File: src/rtl/ctrl_seq_bh_pkg.sv
// Shared constants for the SAP-1 controller-sequencer: opcodes, one-hot
// ring states and the packed control word.
package sap1_ctrl_pkg;

    localparam logic [3:0] OP_LDA = 4'b0000;
    localparam logic [3:0] OP_ADD = 4'b0001;
    localparam logic [3:0] OP_SUB = 4'b0010;
    localparam logic [3:0] OP_OUT = 4'b1110;
    localparam logic [3:0] OP_HLT = 4'b1111;

    typedef enum logic [5:0] {
        T1 = 6'b000001,
        T2 = 6'b000010,
        T3 = 6'b000100,
        T4 = 6'b001000,
        T5 = 6'b010000,
        T6 = 6'b100000
    } t_state_e;

    typedef struct packed {
        logic CP;
        logic EP;
        logic LM;
        logic CE;
        logic LI;
        logic EI;
        logic LA;
        logic EA;
        logic SU;
        logic EU;
        logic LB;
        logic LO;
    } ctrl_word_t;

endpackage

File: src/rtl/ctrl_seq_bh_ring_counter.sv
// Six-state one-hot ring counter for the SAP-1 timing states.
//
// state | meaning
// T1    | address state: PC onto bus, MAR load
// T2    | increment state: PC advances
// T3    | memory state: RAM word into IR
// T4    | first execute state
// T5    | second execute state
// T6    | third execute state, then back to T1
//
// HOLD freezes the ring; WRAP forces T1 at the next edge (HOLD wins).
module ring_counter_bh
    import sap1_ctrl_pkg::*;
(
    input  logic       CLK,
    input  logic       CLR,
    input  logic       HOLD,
    input  logic       WRAP,
    output logic [5:0] T
);

    t_state_e r_state;
    t_state_e w_next;

    // State register, asynchronously cleared to T1.
    always_ff @(posedge CLK or posedge CLR) begin
        if (CLR) begin
            r_state <= T1;
        end else begin
            r_state <= w_next;
        end
    end

    // Next state: hold, early wrap, or rotate one position.
    always_comb begin
        w_next = r_state;
        if (!HOLD) begin
            if (WRAP) begin
                w_next = T1;
            end else begin
                case (r_state)
                    T1:      w_next = T2;
                    T2:      w_next = T3;
                    T3:      w_next = T4;
                    T4:      w_next = T5;
                    T5:      w_next = T6;
                    default: w_next = T1;
                endcase
            end
        end
    end

    assign T = r_state;

endmodule

File: src/rtl/ctrl_seq_bh.sv
// SAP-1 controller-sequencer: ring counter plus control-word decoder and
// halted flag. Build option CTRL_SEQ_VARCYC_EN shortens the machine cycle
// so each instruction returns to T1 right after its last active state.
module ctrl_seq_bh
    import sap1_ctrl_pkg::*;
(
    input  logic       CLK,
    input  logic       CLR,
    input  logic [3:0] OP,
    output logic [5:0] T,
    output logic       CP,
    output logic       EP,
    output logic       LM,
    output logic       CE,
    output logic       LI,
    output logic       EI,
    output logic       LA,
    output logic       EA,
    output logic       SU,
    output logic       EU,
    output logic       LB,
    output logic       LO,
    output logic       HLT
);

    logic [5:0] w_t;
    logic       r_halted;
    logic       w_hlt_t4;
    logic       w_hold;
    logic       w_wrap;
    ctrl_word_t w_cw;

    ring_counter_bh u_ring (
        .CLK  (CLK),
        .CLR  (CLR),
        .HOLD (w_hold),
        .WRAP (w_wrap),
        .T    (w_t)
    );

    // HLT decoded in T4 freezes the ring at the same edge that sets the flag.
    assign w_hlt_t4 = (w_t == T4) && (OP == OP_HLT);
    assign w_hold   = r_halted | w_hlt_t4;

`ifdef CTRL_SEQ_VARCYC_EN
    // OUT and unknown opcodes finish in T4, LDA in T5; ADD/SUB run to T6.
    assign w_wrap = ((w_t == T4) && (OP != OP_LDA) && (OP != OP_ADD) &&
                     (OP != OP_SUB) && (OP != OP_HLT)) ||
                    ((w_t == T5) && (OP == OP_LDA));
`else
    assign w_wrap = 1'b0;
`endif

    // Halted flag: set by HLT in T4, cleared only by CLR.
    always_ff @(posedge CLK or posedge CLR) begin
        if (CLR) begin
            r_halted <= 1'b0;
        end else if (w_hlt_t4) begin
            r_halted <= 1'b1;
        end
    end

    // Control-word decode from ring state and opcode; zero in reset or halt.
    always_comb begin
        w_cw = '0;
        if (!CLR && !r_halted) begin
            case (w_t)
                T1: begin
                    w_cw.EP = 1'b1;
                    w_cw.LM = 1'b1;
                end
                T2: w_cw.CP = 1'b1;
                T3: begin
                    w_cw.CE = 1'b1;
                    w_cw.LI = 1'b1;
                end
                T4: begin
                    if (OP == OP_LDA || OP == OP_ADD || OP == OP_SUB) begin
                        w_cw.EI = 1'b1;
                        w_cw.LM = 1'b1;
                    end else if (OP == OP_OUT) begin
                        w_cw.EA = 1'b1;
                        w_cw.LO = 1'b1;
                    end
                end
                T5: begin
                    if (OP == OP_LDA) begin
                        w_cw.CE = 1'b1;
                        w_cw.LA = 1'b1;
                    end else if (OP == OP_ADD || OP == OP_SUB) begin
                        w_cw.CE = 1'b1;
                        w_cw.LB = 1'b1;
                    end
                end
                T6: begin
                    if (OP == OP_ADD || OP == OP_SUB) begin
                        w_cw.EU = 1'b1;
                        w_cw.LA = 1'b1;
                        w_cw.SU = (OP == OP_SUB);
                    end
                end
                default: w_cw = '0;
            endcase
        end
    end

    assign T   = w_t;
    assign CP  = w_cw.CP;
    assign EP  = w_cw.EP;
    assign LM  = w_cw.LM;
    assign CE  = w_cw.CE;
    assign LI  = w_cw.LI;
    assign EI  = w_cw.EI;
    assign LA  = w_cw.LA;
    assign EA  = w_cw.EA;
    assign SU  = w_cw.SU;
    assign EU  = w_cw.EU;
    assign LB  = w_cw.LB;
    assign LO  = w_cw.LO;
    assign HLT = ~CLR & (r_halted | w_hlt_t4);

endmodule

File: config.mk
export PLATFORM = sky130hd
export DESIGN_NAME = ctrl_seq_bh
export DESIGN_NICKNAME = d
export VERILOG_FILES = /design/src/rtl/ctrl_seq_bh_pkg.sv /design/src/rtl/ctrl_seq_bh_ring_counter.sv /design/src/rtl/ctrl_seq_bh.sv
export SDC_FILE = /design/constraint.sdc
export NUM_CORES = 1
export LEC_CHECK = 0
export CAP_MARGIN = 5
export CORE_UTILIZATION = 38
export CTS_BUF_LIST = sky130_fd_sc_hd__clkbuf_2 sky130_fd_sc_hd__clkbuf_4 sky130_fd_sc_hd__clkbuf_8
export CTS_CLUSTER_SIZE = 16
export DETAILED_ROUTE_END_ITERATION = 16
export HOLD_SLACK_MARGIN = 0.08
export PLACE_DENSITY = 0.75
export SYNTH_ARGS = -nofsm -noshare
export SYNTH_HDL_FRONTEND = slang
export SYNTH_SLANG_ARGS = --single-unit
File: constraint.sdc
create_clock -name CLK -period 1.5 [get_ports CLK]
set_clock_uncertainty 0.15 [all_clocks]
set_input_delay 0.15 -clock CLK [delete_from_list [all_inputs] [get_ports CLK]]
set_output_delay 0.15 -clock CLK [all_outputs]
set_load 0.03 [all_outputs]
# ---- Yosys cells after proc, flatten, opt, wreduce, memory -nomap -nowiden
# Index checks and enable logic that the tools add are counted.
dict set report classes {
  n_addsub 0
  n_mul 0
  div 0
  n_lt_le_gt_ge 0
  eq_ne 10
  n_shift 0
  n_mux 20
  bitwise_logic 3
  n_reduce_logical 8
}
# op n
set op_table {}
lappend op_table {{$pmux 6 s5} 1}
lappend op_table {{$mux 1} 13}
lappend op_table {{$mux 12} 1}
lappend op_table {{$eq 4x4->1 const B} 2}
lappend op_table {{$eq 6x1->1 const B} 1}
lappend op_table {{$eq 6x2->1 const B} 1}
lappend op_table {{$eq 6x3->1 const B} 1}
lappend op_table {{$eq 6x4->1 const B} 1}
lappend op_table {{$eq 6x5->1 const B} 1}
lappend op_table {{$eq 6x6->1 const B} 1}
lappend op_table {{$pmux 1 s2} 3}
lappend op_table {{$eq 4x1->1 const B} 1}
lappend op_table {{$eq 4x2->1 const B} 1}
lappend op_table {{$logic_not 4->1} 1}
lappend op_table {{$mux 2} 2}
lappend op_table {{$logic_or 1x1->1} 3}
lappend op_table {{$logic_and 1x1->1} 2}
lappend op_table {{$logic_not 1->1} 2}
lappend op_table {{$and 1x1->1} 1}
lappend op_table {{$not 1->1} 1}
lappend op_table {{$or 1x1->1} 1}
dict set report totals {
  regBits 7
  latchBits 0
  ramBits 0
  romBits 0
  in_bits 6
  output_inout_bits 19
  elab_cells 43
  memories 0
}

# ---- Longest topological paths before layout
dict set report logic_depth {
  ltp_word 6
  depth_mapped 5
  depth_no_buf 4
}

# ---- Cells and area by module
# Synthesis repeated with hierarchy kept, for this count alone.
dict set report unflattened {
  hier_cells 72
  area_unflattened_um2 588.1
}
# mod instances cells_each area_per_inst_um2 seq_area_each_um2
set by_module_without_submodules {}
lappend by_module_without_submodules {ring_counter_bh 1 32 324.1 151.4}
lappend by_module_without_submodules {ctrl_seq_bh 1 40 264.0 25.0}

# ---- Worst setup path before layout
# OpenSTA, ideal clock, no wires.
dict set report synth_path {
  path_kind {flip-flop to output port}
  startpoint {reg u_ring.r_state[1], in the netlist u_ring.T[1]}
  endpoint {out LO}
  arrival_time_ns 2.462
  required_ns 1.200
  path_slack_ns -1.262
  path_stages_with_launch 5
  n_path_buf 1
  cell_sequence {dfrtp_1 -> nor4_4 -> nand2_1 -> nor4_1 -> buf_4}
}
dict set report synth_between {
  elab_chain_cells 3
}
# element line
set synth_lines {}
lappend synth_lines {{from (decl)} ctrl_seq_bh_ring_counter.sv:22} ;# t_state_e r_state;
lappend synth_lines {{from (signal assigned)} ctrl_seq_bh_ring_counter.sv:30} ;# r_state <= w_next;
lappend synth_lines {{$eq 6x4->1} ctrl_seq_bh.sv:67} ;# case (w_t)
lappend synth_lines {{$mux 1} ctrl_seq_bh.sv:67}
lappend synth_lines {{$mux 12} ctrl_seq_bh.sv:66} ;# if (!CLR && !r_halted) begin
lappend synth_lines {{to (decl)} ctrl_seq_bh.sv:22} ;# output logic LO,
# No other way between the ends.

# ---- Worst setup path after layout
dict set report layout_path {
  startpoint {reg u_ring.r_state[5], in the netlist u_ring.T[5]}
  endpoint {out CE}
}
dict set report layout_between {
  elab_chain_cells 3
  word_cells_on_any_way 4
  classes_between {2 x eq/ne; 2 x mux}
}
# element line
set layout_lines {}
lappend layout_lines {{$eq 6x5->1 / $eq 6x3->1 (equally long branches)} ctrl_seq_bh.sv:67}
lappend layout_lines {{$pmux 1 s2 (*)} ctrl_seq_bh.sv:67}
lappend layout_lines {{$mux 12 (*)} ctrl_seq_bh.sv:66}
lappend layout_lines {{to (decl)} ctrl_seq_bh.sv:14} ;# output logic CE,
# Every way passes the cells marked *; elsewhere a longest branch is shown, timed or not.

==> metrics.md <==
| Metric | Value |
|---|---|
| CTS clk-pin slew, worst paths | 60 ps |
| CTS tree | done |
| Total of max-cap violations | 0 |
| Tmin final | 2035 ps |
| Vias | 801 |
| Crit. End Element | primary output |
| Startpoint Class | flop |
| Pint | 0.9445 mW |
| Tot Pwr | 1.761 mW |
| Slew Viols, Final | 0 |
| Relative slew slack | 0.7305 |
| Worst-path cell chain | nor4_4, and3b_1, and2b_2, o21bai_2, buf_6 |
| Clock power frac | 0.114 |
| Combinational Power Share | 0.682 |
| Post-Syn Area | 568.0 µm² |
| Clk_lat worst skew | 260 ps |
| 1st-pass router iterations | 4 |
| Syn nets | 72 |
| Asr flop ratio synth | 1.000 |
| DR vias/cell | 5.847 |
| Distinct cells, synth | 32 |
| LEAKAGE | 0.5910 nW |
| Gr usage total | 0.2790 |
| Htree depth | 1 |
| Mapped Avg Cell Area | 8.607 µm² |
| Sink Count | 7 |
| Non-Filler Instances | 137 |
| Reg power frac | 0.205 |
| Final Worst Setup Slack | -534.9 ps |
| Routed Antenna Nets | 0 |
| # port buffers | 24 |
| Critical path required time | 1200 ps |
| Gp weighted congestion | 0.8073 |
| Total gr overflow | 0 |
| Final period utilization | 1.357 |
| Fill cells | 51 |
| VDD IR max | 1.837 mV |
| Placed instance count | 128 |
| Die Outline Area | 1654 µm² |
| Routed len/inst | 19.04 µm |
| Core Region | 1350 µm² |
| Post-synth EDFFs | 0 |
| FMAX | 491.4 MHz |
| Hold WC Path Type | primary input to asynchronous set/reset pin |
| Slew at the pin with the worst max-slew slack | 404.2 ps |
| Initial drt markers | 15 |
| Largest net degree at the start of global routing | 8 |
| Setup TNS | -7008 ps |
| Crit Path Class | flop to primary output |
| Effective utilization at floorplan | 0.4208 |
| Clk root buf | clkbuf_4 |
| Area Overhead vs Synth | 119.4% |
| Setup Viol. Count Final | 18 |
| Die width | 40.67 µm |
| CP max-delay cell | dfrtp_2 |
| Yosys warning count | 0 |
| Max Buffers Root-to-Sink | 2 |
| Final Hold Fails | 0 |
| Seq cells post-synth | 7 |
| Crit-path max FO | 4 |
| Primary FF master, synth | dfrtp_1 |
| I/O pin cnt | 25 |
| Initial antenna violation count | 0 |
| Post-route cell area | 1246 µm² |
| DRC errors left | 0 |
| Net Switching | 0.8161 mW |
| Fin nets | 129 |
| First-pass GRT wire length | 2953 µm |
| Status | finished with violations |
| Num rows | 13 |
| Hold_buf cts | 0 |
| Worst path max stage delay | 460 ps |
| Antenna Cells | 0 |
| CP arrival | 1730 ps |
| WL final | 2609 µm |
| Post-synthesis sequential area ratio | 0.3106 |
| Sw Ratio | 0.4635 |
| Power density over the cells | 1413 nW/µm² |
| Area after DPL | 1071 µm² |
| CTS buffer count | 3 |
| Post-DP HPWL | 1458 µm |
| Die Span Y | 40.67 µm |
| Hold_ws | 152.1 ps |
| Failing checks | negative setup slack |
| Fraction of final layout cells sized beyond drive strength 1 | 0.7459 |
| Vias in the first global route | 637 |
| Mapped Cells | 66 |
| RSZ-0062 raised after global routing | yes |
area by class of cell:
type,count,area (µm²),area share
well taps,15,18.77,0.01506
clock buffers,4,30.03,0.02410
repair buffers,56,495.5,0.3976
inverters,3,13.76,0.01104
flip-flops and latches,7,183.9,0.1476
multi-input cells,52,504.2,0.4046
cells by family (layout without fill, tap and decap cells):
group	count (synthesis)	after routing	share of synthesized area
AO/OA/AOI/OAI	11	11	0.1608
flip-flops	7	7	0.3106
buffers and inverters	7	63	0.05947
XOR/XNOR	2	2	0.03084
multiplexers	3	3	0.06167
AND/OR/NAND/NOR	36	36	0.3767
stage by stage:
stage | setup slack, ps | util
6_report | -534.9 | 0.9231
5_1_grt | -603.7 | 0.9231
4_1_cts | -402.9 | 0.8971
3_5_place_dp | -372.1 | 0.7933
3_3_place_gp | -331.1 | 0.7933
2_1_floorplan | -462.1 | -
sequential cells by signal, summed over array words and instances, names as in the netlist:
signal,cells
u_ring.T,6
r_halted,1
critical path: cells and delay by family (launching register included):
family / cells / cell delay [ps]
flops: 1 / 460
buf+inv: 1 / 150
simple gates: 3 / 730
compound gates: 1 / 130
cells in the final DEF (no fill, tap or decap), types with 3 or more instances in the layout:
| cell | n |
|---|---|
| nor4_4 | 3 |
| nand2_1 | 4 |
| clkbuf_4 | 4 |
| dfrtp_2 | 6 |
| buf_6 | 17 |
| buf_4 | 30 |
| nor2_1 | 3 |
| nor2_4 | 5 |
| clkdlybuf4s50_1 | 4 |
layer usage:
layer | vias up | track usage | wire length, µm
met5 | - | 0 | 0
met4 | 0 | 0.05000 | 82
met3 | 12 | 0.03261 | 202
met2 | 52 | 0.5278 | 1398
met1 | 385 | 0.3356 | 924
li1 | 352 | - | -
power by group through the flow:
stage	Sequential [mW]	Combinational [mW]	Clock, mW
after detailed placement	0.340	0.999	0
after global placement	0.338	0.981	0
final	0.360	1.20	0.200
after CTS	0.343	1.09	0.186
after global routing	0.368	1.25	0.215
after floorplan	0.446	0.451	0
Yosys cell counts (3+ instances only):
| cell | n | share of area |
|---|---|---|
| dfrtp_1 | 6 | 0.26 |
| inv_1 | 3 | 0.020 |
| nor2_1 | 10 | 0.066 |
| nand2_1 | 7 | 0.046 |
| o21ai_0 | 3 | 0.026 |
| buf_2 | 3 | 0.026 |
repair_timing:
item	in CTS	in global routing
pin swaps	12	4
buffers inserted	3	2
setup endpoints to repair	22	19
gates resized for setup	34	13
path summary, 6_finish.rpt:
check / slack (ps) / depth (start not counted) / startpoint / endpoint
setup / recovery: -530 / 5 / u_ring.T[5] / CE
max in group asynchronous: 780 / 3 / CLR / u_ring.T[0]
min in group CLK: 400 / 2 / u_ring.T[0] / u_ring.T[0]
hold / removal: 150 / 3 / CLR / r_halted
setup reg to reg: -320 / 5 / u_ring.T[5] / u_ring.T[3]
hold reg to reg: 400 / 2 / u_ring.T[0] / u_ring.T[0]
Note: power is estimated with default switching activity, not from simulation.
